**config.mk**
```make
export PLATFORM = sky130hd
export DESIGN_NAME = lane_deskew
export DESIGN_NICKNAME = d
export VERILOG_FILES = /design/src/rtl/lane_deskew.sv
export SDC_FILE = /design/constraint.sdc
export NUM_CORES = 1
export LEC_CHECK = 0
export CAP_MARGIN = 20
export CORE_ASPECT_RATIO = 0.5
export CORE_UTILIZATION = 60
export DETAILED_ROUTE_END_ITERATION = 16
export PLACE_DENSITY_LB_ADDON = 0.2
export SETUP_SLACK_MARGIN = 0.5
export SYNTH_ARGS = -nofsm -noshare
export SYNTH_HDL_FRONTEND = slang
export SYNTH_SLANG_ARGS = --single-unit
```
**constraint.sdc**
```tcl
create_clock -name clk250k -period 3.9 [get_ports clk250k]
set_input_delay 0.78 -clock clk250k [delete_from_list [all_inputs] [get_ports clk250k]]
set_output_delay 0.78 -clock clk250k [all_outputs]
set_load 0.01 [all_outputs]
```
**src/rtl/lane_deskew.sv**
```systemverilog
`default_nettype none
// ============================================================================
// Module   : lane_deskew
// Brief    : Four-lane receive deskew. Each lane is written into its own
//            circular buffer through a shared write pointer. Lanes are
//            aligned on the COM symbol with one read pointer per lane, and
//            the aligned bytes are presented with a valid flag. Alignment
//            losses are counted with saturation.
// Revision : 1.0 - initial release
// ============================================================================
module lane_deskew #(
  parameter int         DEPTH = 4,
  parameter logic [7:0] COM   = 8'hBC
) (
  input  logic       clk250k,
  input  logic       reset_L,
  input  logic [7:0] Lane_0,
  input  logic [7:0] Lane_1,
  input  logic [7:0] Lane_2,
  input  logic [7:0] Lane_3,
  output logic [7:0] Lane_0_out,
  output logic [7:0] Lane_1_out,
  output logic [7:0] Lane_2_out,
  output logic [7:0] Lane_3_out,
  output logic       valid_out,
  output logic       aligned,
  output logic [7:0] skew_err_cnt
);

  localparam int              c_LANES = 4;
  localparam int              c_PW    = (DEPTH > 1) ? $clog2(DEPTH) : 1;
  localparam logic [c_PW-1:0] c_LAST  = c_PW'(DEPTH - 1);

  typedef enum logic [0:0] {
    ST_SEARCH  = 1'b0,
    ST_ALIGNED = 1'b1
  } state_t;

  state_t               r_state;
  state_t               w_state_next;

  logic [7:0]           w_lane_in  [c_LANES];
  logic [7:0]           w_rd_byte  [c_LANES];
  logic [7:0]           r_lane_out [c_LANES];
  logic [c_PW-1:0]      r_rp       [c_LANES];
  logic [c_PW-1:0]      r_com_ptr  [c_LANES];
  logic [c_PW-1:0]      r_wp;
  logic [c_PW-1:0]      r_win_cnt;
  logic [c_LANES-1:0]   r_flag;
  logic [c_LANES-1:0]   w_flag_next;
  logic [c_LANES-1:0]   w_com_hit;
  logic [c_LANES-1:0]   w_rd_com;
  logic                 w_timeout;
  logic                 w_all_set;
  logic                 w_misalign;
  logic                 r_valid;
  logic [7:0]           r_err_cnt;

  // Advance a buffer pointer with wrap at DEPTH (DEPTH need not be a power of two).
  function automatic logic [c_PW-1:0] f_ptr_inc(input logic [c_PW-1:0] p);
    return (p == c_LAST) ? '0 : p + 1'b1;
  endfunction

  assign w_lane_in[0] = Lane_0;
  assign w_lane_in[1] = Lane_1;
  assign w_lane_in[2] = Lane_2;
  assign w_lane_in[3] = Lane_3;

  for (genvar gi = 0; gi < c_LANES; gi++) begin : g_lane
    logic [7:0] r_mem [DEPTH];

    // Every lane byte lands in the shared write slot, in every FSM state.
    always_ff @(posedge clk250k) begin
      r_mem[r_wp] <= w_lane_in[gi];
    end

    // Read happens before the same-edge write, so a skew of DEPTH-1 still
    // returns the oldest byte while its slot is being overwritten.
    assign w_rd_byte[gi] = r_mem[r_rp[gi]];
    assign w_rd_com[gi]  = (w_rd_byte[gi] == COM);
    assign w_com_hit[gi] = (w_lane_in[gi] == COM);
  end

  // Shared write pointer, free running.
  always_ff @(posedge clk250k or negedge reset_L) begin
    if (!reset_L) begin
      r_wp <= '0;
    end else begin
      r_wp <= f_ptr_inc(r_wp);
    end
  end

  // State register.
  always_ff @(posedge clk250k or negedge reset_L) begin
    if (!reset_L) begin
      r_state <= ST_SEARCH;
    end else begin
      r_state <= w_state_next;
    end
  end

  // Next-state logic: COM search with timeout, then misalignment watch.
  always_comb begin
    w_state_next = r_state;
    w_timeout    = 1'b0;
    w_all_set    = 1'b0;
    w_misalign   = 1'b0;
    w_flag_next  = r_flag;
    case (r_state)
      ST_SEARCH: begin
        // Timeout wins over any COM sampled on the same edge.
        w_timeout = (|r_flag) && !(&r_flag) && (r_win_cnt == c_LAST);
        if (!w_timeout) begin
          w_flag_next = r_flag | w_com_hit;
          w_all_set   = &w_flag_next;
          if (w_all_set) begin
            w_state_next = ST_ALIGNED;
          end
        end
      end
      ST_ALIGNED: begin
        w_misalign = (|w_rd_com) && !(&w_rd_com);
        if (w_misalign) begin
          w_state_next = ST_SEARCH;
        end
      end
      default: begin
        w_state_next = ST_SEARCH;
      end
    endcase
  end

  // COM flags, recorded COM slots, window counter and read pointers.
  always_ff @(posedge clk250k or negedge reset_L) begin
    if (!reset_L) begin
      r_flag    <= '0;
      r_win_cnt <= '0;
      for (int i = 0; i < c_LANES; i++) begin
        r_rp[i]      <= '0;
        r_com_ptr[i] <= '0;
      end
    end else if (r_state == ST_SEARCH) begin
      if (w_timeout) begin
        r_flag    <= '0;
        r_win_cnt <= '0;
      end else if (w_all_set) begin
        // Lanes whose COM arrives on this edge start at the current slot.
        r_flag    <= '0;
        r_win_cnt <= '0;
        for (int i = 0; i < c_LANES; i++) begin
          r_rp[i] <= r_flag[i] ? r_com_ptr[i] : r_wp;
        end
      end else begin
        r_flag <= w_flag_next;
        for (int i = 0; i < c_LANES; i++) begin
          if (w_com_hit[i] && !r_flag[i]) begin
            r_com_ptr[i] <= r_wp;
          end
        end
        // Counter restarts at 0 on the first flag and runs while flags are partial.
        r_win_cnt <= (|r_flag) ? r_win_cnt + 1'b1 : '0;
      end
    end else begin
      for (int i = 0; i < c_LANES; i++) begin
        r_rp[i] <= f_ptr_inc(r_rp[i]);
      end
      if (w_misalign) begin
        r_flag    <= '0;
        r_win_cnt <= '0;
      end
    end
  end

  // Output lanes and valid: load while aligned, hold otherwise.
  always_ff @(posedge clk250k or negedge reset_L) begin
    if (!reset_L) begin
      r_valid <= 1'b0;
      for (int i = 0; i < c_LANES; i++) begin
        r_lane_out[i] <= 8'h00;
      end
    end else if (r_state == ST_ALIGNED) begin
      r_valid <= !w_misalign;
      for (int i = 0; i < c_LANES; i++) begin
        r_lane_out[i] <= w_rd_byte[i];
      end
    end else begin
      r_valid <= 1'b0;
    end
  end

  // Saturating count of alignment losses.
  always_ff @(posedge clk250k or negedge reset_L) begin
    if (!reset_L) begin
      r_err_cnt <= 8'h00;
    end else if (w_misalign && (r_err_cnt != 8'hFF)) begin
      r_err_cnt <= r_err_cnt + 8'h01;
    end
  end

  assign Lane_0_out   = r_lane_out[0];
  assign Lane_1_out   = r_lane_out[1];
  assign Lane_2_out   = r_lane_out[2];
  assign Lane_3_out   = r_lane_out[3];
  assign valid_out    = r_valid;
  assign aligned      = (r_state == ST_ALIGNED);
  assign skew_err_cnt = r_err_cnt;

endmodule
`default_nettype wire

```
# Word level (Yosys, flattened, before mapping)
# Memories as Yosys holds them, arrays and structs flattened.
# Index checks and enable logic that the tools add are counted.
# totals
reg_bits,66
latchBits,0
ram_bits,128
mem_bits_ro,0
mem_count,4
# op_classes
addsub,7
n_mul,0
div,0
order_cmp,0
n_eq_ne,18
shift,0
n_mux,31
bitwise_logic,4
n_reduce_logical,27
# memory_table
memory,depth,width,read_ports,rd_clocked_by_memory_dff,wr,line,source
g_lane[0].r_mem,4,8,1,0,1,70,logic [7:0] r_mem [DEPTH];
g_lane[1].r_mem,4,8,1,0,1,70,
g_lane[2].r_mem,4,8,1,0,1,70,
g_lane[3].r_mem,4,8,1,0,1,70,
# ops
operator,count
"equality test 8 bit, second input constant",8
two-way mux 2 bit,14
AND reduction 4 bit,7
two-way mux 8 bit,3
two-way mux 4 bit,5
"adder 2 x 1 -> 2 bit, second input constant",6
"equality test 2 bit, second input constant",6
"adder 8 x 1 -> 8 bit, second input constant",1
logical AND 1 bit,8
two-way mux 1 bit,8
"inequality test 8 bit, second input constant",1
OR reduction 4 bit,2
logical NOT 1 bit,7
"inequality test 4 bit, second input constant",1
bitwise OR 4 bit,1
AND reduction 2 bit,2
inverter 1 bit,3
"inequality test 2 x 1 -> 1 bit, second input constant",1
"inequality test 2 bit, second input constant",1
case mux 1 bit (2 select lines),1
nonzero test 2 bit,1

# Logic depth before layout (Yosys ltp)
# logic_depth
depth_word,9
mapped_depth,9
mapped_depth_nobuf,6

# Worst setup path after synthesis
# No wires, ideal clock.
# synth_timing
kind,input to register
start,input port Lane_3[6]
end,register r_com_ptr[2] (netlist name)
setup_time_ps,125
t_arrival_ps,2476
required_ps,3775
setup_slack_ps,1300
path_stages,8
cell_sequence,and4b_1 > nand4_1 > a221o_1 > clkbuf_1 > o211ai_1 > buf_2 > nor3_1 > mux2_2
# synth_via
elab_chain_len,7
# synth_rtl
item,line,source
"start, declared",20,"input logic [7:0] Lane_3,"
equality test 8 bit,81,assign w_com_hit[gi] = (w_lane_in[gi] == COM);
bitwise OR 4 bit,114,w_flag_next = r_flag | w_com_hit;
AND reduction 4 bit,115,w_all_set = &w_flag_next;
two-way mux 1 bit,113,if (!w_timeout) begin
two-way mux 1 bit,109,case (r_state)
inverter 1 bit (no source line),-,
AND reduction 4 bit (no source line),-,
"end signal, assigned by index",157,r_com_ptr[i] <= r_wp;
"end, declared",46,logic [c_PW-1:0] r_com_ptr [c_LANES];
# Every way passes these cells.
# A chain may end at the register's enable or synchronous reset.

# Worst setup path in the final report
# layout_timing
start,register r_rp[2] (netlist name)
end,"register r_state, in the netlist aligned"
# layout_via
elab_chain_len,7
elab_cells_between_ends,8
# layout_rtl
item,line,source
"start, declared",45,logic [c_PW-1:0] r_rp [c_LANES];
"start signal, assigned by index",151,r_rp[i] <= r_flag[i] ? r_com_ptr[i] : r_wp;
"start signal, assigned by index",165,r_rp[i] <= f_ptr_inc(r_rp[i]);
memory (4 x 8 bit) *,-,
equality test 8 bit *,80,assign w_rd_com[gi] = (w_rd_byte[gi] == COM);
AND reduction 4 bit,122,w_misalign = (|w_rd_com) && !(&w_rd_com);
logical NOT 1 bit,122,
logical AND 1 bit *,122,
two-way mux 1 bit *,123,if (w_misalign) begin
case mux 1 bit (2 select lines) *,109,
named net w_state_next,40,state_t w_state_next;
"end signal, assigned",98,r_state <= w_state_next;
"end, declared",39,state_t r_state;
# The timed path passes the listed nets; every way through them passes the cells marked *.

==> flow_metrics.tcl <==
set metrics [dict create \
    outcome "finished clean" \
    place_congestion 0.796 \
    portBuffers 75 \
    netlist_area_sq_um 7800 \
    tightest_slew_ns 0.857 \
    power_frac_clock_pct 28.3 \
    max_stage_delay_ns 0.76 \
    h-tree-depth 4 \
    critical-path-top-delay-family "simple AND/OR/NAND/NOR gates" \
    ctsResizeCount 0 \
    io_pins 76 \
    combPwrFrac_pct 26.4 \
    worstPathRequired_ns 4.16 \
    vdd_drop_max_uv 347 \
    fin_ws_ns 0.784 \
    final_cell_mix "128 x edfxtp_1, 74 x clkdlybuf4s50_1, 64 x dfrtp_1" \
    grtUsageTotal_pct 23.8 \
    ys.flop_type "edfxtp_1" \
    power_density_nw_per_um2 670 \
    final_cells 694 \
    placedCellCount 662 \
    rr_endpoint "aligned" \
    die-area_sq_um 13500 \
    synth_cells 431 \
    intPower_mw 4.44 \
    hpwlAfterDp_um 9370 \
    ys_ff_latch 194 \
    rr_worst_depth 6 \
    clock_sink_count 194 \
    first_pass_iters 5 \
    critical_path_arrival_ns 3.37 \
    min_path_type "primary input to async pin" \
    seqPwrFrac_pct 45.3 \
    die_h_um 82.6 \
    postCtsSetupRepairBufs 0 \
    place_ws_ns 0.597 \
    synth-seq-area-share_pct 70.4 \
    synth-edff-count 128 \
    worstSetupPathType "flip-flop to flip-flop" \
    path_cells "mux4_2, and4bb_1, nand4_2, and4_1, o21ai_2, o21ai_0" \
    ys.warnings.count 0 \
    cts.path.max_buffers 2 \
    drive_gt1_share_pct 23.9 \
    cap_violations 0 \
    area_growth_pct 19.3 \
    period_needed_ns 3.12 \
    hold_violations 0 \
    floorplan.rows 29 \
    cts_buffers 17 \
    drc_errors 0 \
    rrSetupSlack_ns 0.78 \
    grt_pass1_wl_um 22900 \
    cts_tree "done" \
    reg2reg_from "r_rp[2]" \
    async_reset_ff_share_pct 34.0 \
    routedWlPerCell_um 21.6 \
    coreArea_sq_um 12700 \
    switching_share_pct 28.9 \
    p_leak_nw 3.39 \
    syn_avg_cell_area_sq_um 18.1 \
    setup_tns_ns 0 \
    slowest_stage "dfrtp_1" \
    grt_max_degree 39 \
    die_w_um 163 \
    clock_latency_ns 0.44 \
    clockRootBuffer "clkbuf_16" \
    wl_um 15000 \
    cts_hold_buf 0 \
    via_per_inst 6.05 \
    start_kind "flip-flop" \
    nNetsFinal 555 \
    grt_pass1_vias 4190 \
    dr.first_iter.drc_count 300 \
    nFillCells 769 \
    mappedNetlistNets 475 \
    antenna_cells 0 \
    vias 4198 \
    switchingPower_mw 1.80 \
    finalSetupViolations 0 \
    rsz0062_at_grt "false" \
    critPathMaxFanout 11 \
    clk_pin_slew_worst_paths_ns 0.07 \
    grt_overflow 0 \
    finClkSkew_ns 0.0128 \
    synth.distinct_cells 43 \
    antenna_found_initial 0 \
    clock.fmax_mhz 321 \
    finalCritPeriodShare_pct 79.9 \
    endpoint_kind "flip-flop" \
    start_util_pct 61.6 \
    path_buf_inv 0 \
    layout_commonest_cell "edfxtp_1" \
    slew_violations 0 \
    slew_headroom_pct 42.8 \
    postRouteAntennaNets 0 \
]
-- metal layers --
metal | vias up | GRT usage [%] | wire (um)
li1 | 1855 | - | -
met1 | 2179 | 33.3 | 6830
met2 | 141 | 37.9 | 7150
met3 | 23 | 4.50 | 797
met4 | 0 | 9.44 | 208
met5 | - | 0 | 0
-- worst max-delay path by stage --
stage / from / endpoint / cells after the start
after floorplan: Lane_3[6] / r_com_ptr[2] / 8
after CTS: r_rp[0] / aligned / 6
after detailed placement: Lane_3[5] / r_com_ptr[3] / 8
after global placement: Lane_2[6] / r_com_ptr[0] / 8
after global routing: r_rp[0] / aligned / 6
final: r_rp[2] / aligned / 6
-- power by group through the flow --
stage	clock [mW]	sequential (mW)	combinational, mW
2_1_floorplan	0	2.73	1.10
3_3_place_gp	0	2.86	1.59
3_5_place_dp	0	2.87	1.63
4_1_cts	1.79	2.84	1.66
5_1_grt	1.86	2.89	1.77
6_report	1.76	2.83	1.65
-- worst reg2reg max path, cell delays in order, from the launching register on --
cell and delay (ns):
dfrtp_1 0.76, mux4_2 0.60, and4bb_1 0.34, nand4_2 0.14
and4_1 0.34, o21ai_2 0.52, o21ai_0 0.23
-- flip-flops by register name, summed over array words and instances, names as in the netlist, 2 cells and up --
register	flops
Lane_0_out	8
Lane_1_out	8
Lane_2_out	8
Lane_3_out	8
g_lane.r_mem	128
r_com_ptr	8
r_flag	4
r_rp	8
r_win_cnt	2
r_wp	2
skew_err_cnt	8
-- layout make-up --
type                       instances  area (sq um)  area share, %
inverter                          10          37.5          0.403
multi-input combinational        203          2140           23.0
sequential                       194          5500           59.1
tap                              170           213           2.28
clock buffer                      17           425           4.57
timing repair buffer              85           821           8.82
clock inverter                    15           173           1.85
-- through the flow --
step                      hold WS (ns)  power (mW)  util, %  instance area, sq um
final                            0.284        6.24     73.5                  9310
after global routing             0.312        6.52     73.5                  9310
after CTS                        0.286        6.28     73.5                  9310
after detailed placement         0.482        4.51     68.8                  8710
after global placement           0.488        4.45     68.8                  8710
after floorplan                  0.480        3.83        -                  7800
-- cell usage after synthesis, drive strengths merged (8+ instances only) --
library cell	number	area, sq um
edfxtp	128	3840
nand4	9	68.8
buf	9	72.6
clkbuf	15	56.3
mux2	41	462
a21oi	8	40.0
o21ai	12	63.8
ha	10	125
nand2	13	48.8
nor2	9	33.8
nor3	15	75.1
dfrtp	66	1650
mux2i	8	80.1
mux4	32	721
inv	10	37.5
-- logic make-up after synthesis --
kind of cell	after synthesis	share of synthesized area (%)
compound gates	30	2.84
xor+xnor	6	0.673
fa+ha+maj	10	1.60
buf+inv	34	2.13
flops	194	70.4
mux	81	16.2
simple gates	76	6.16
Power figures use the tool's default switching activity.
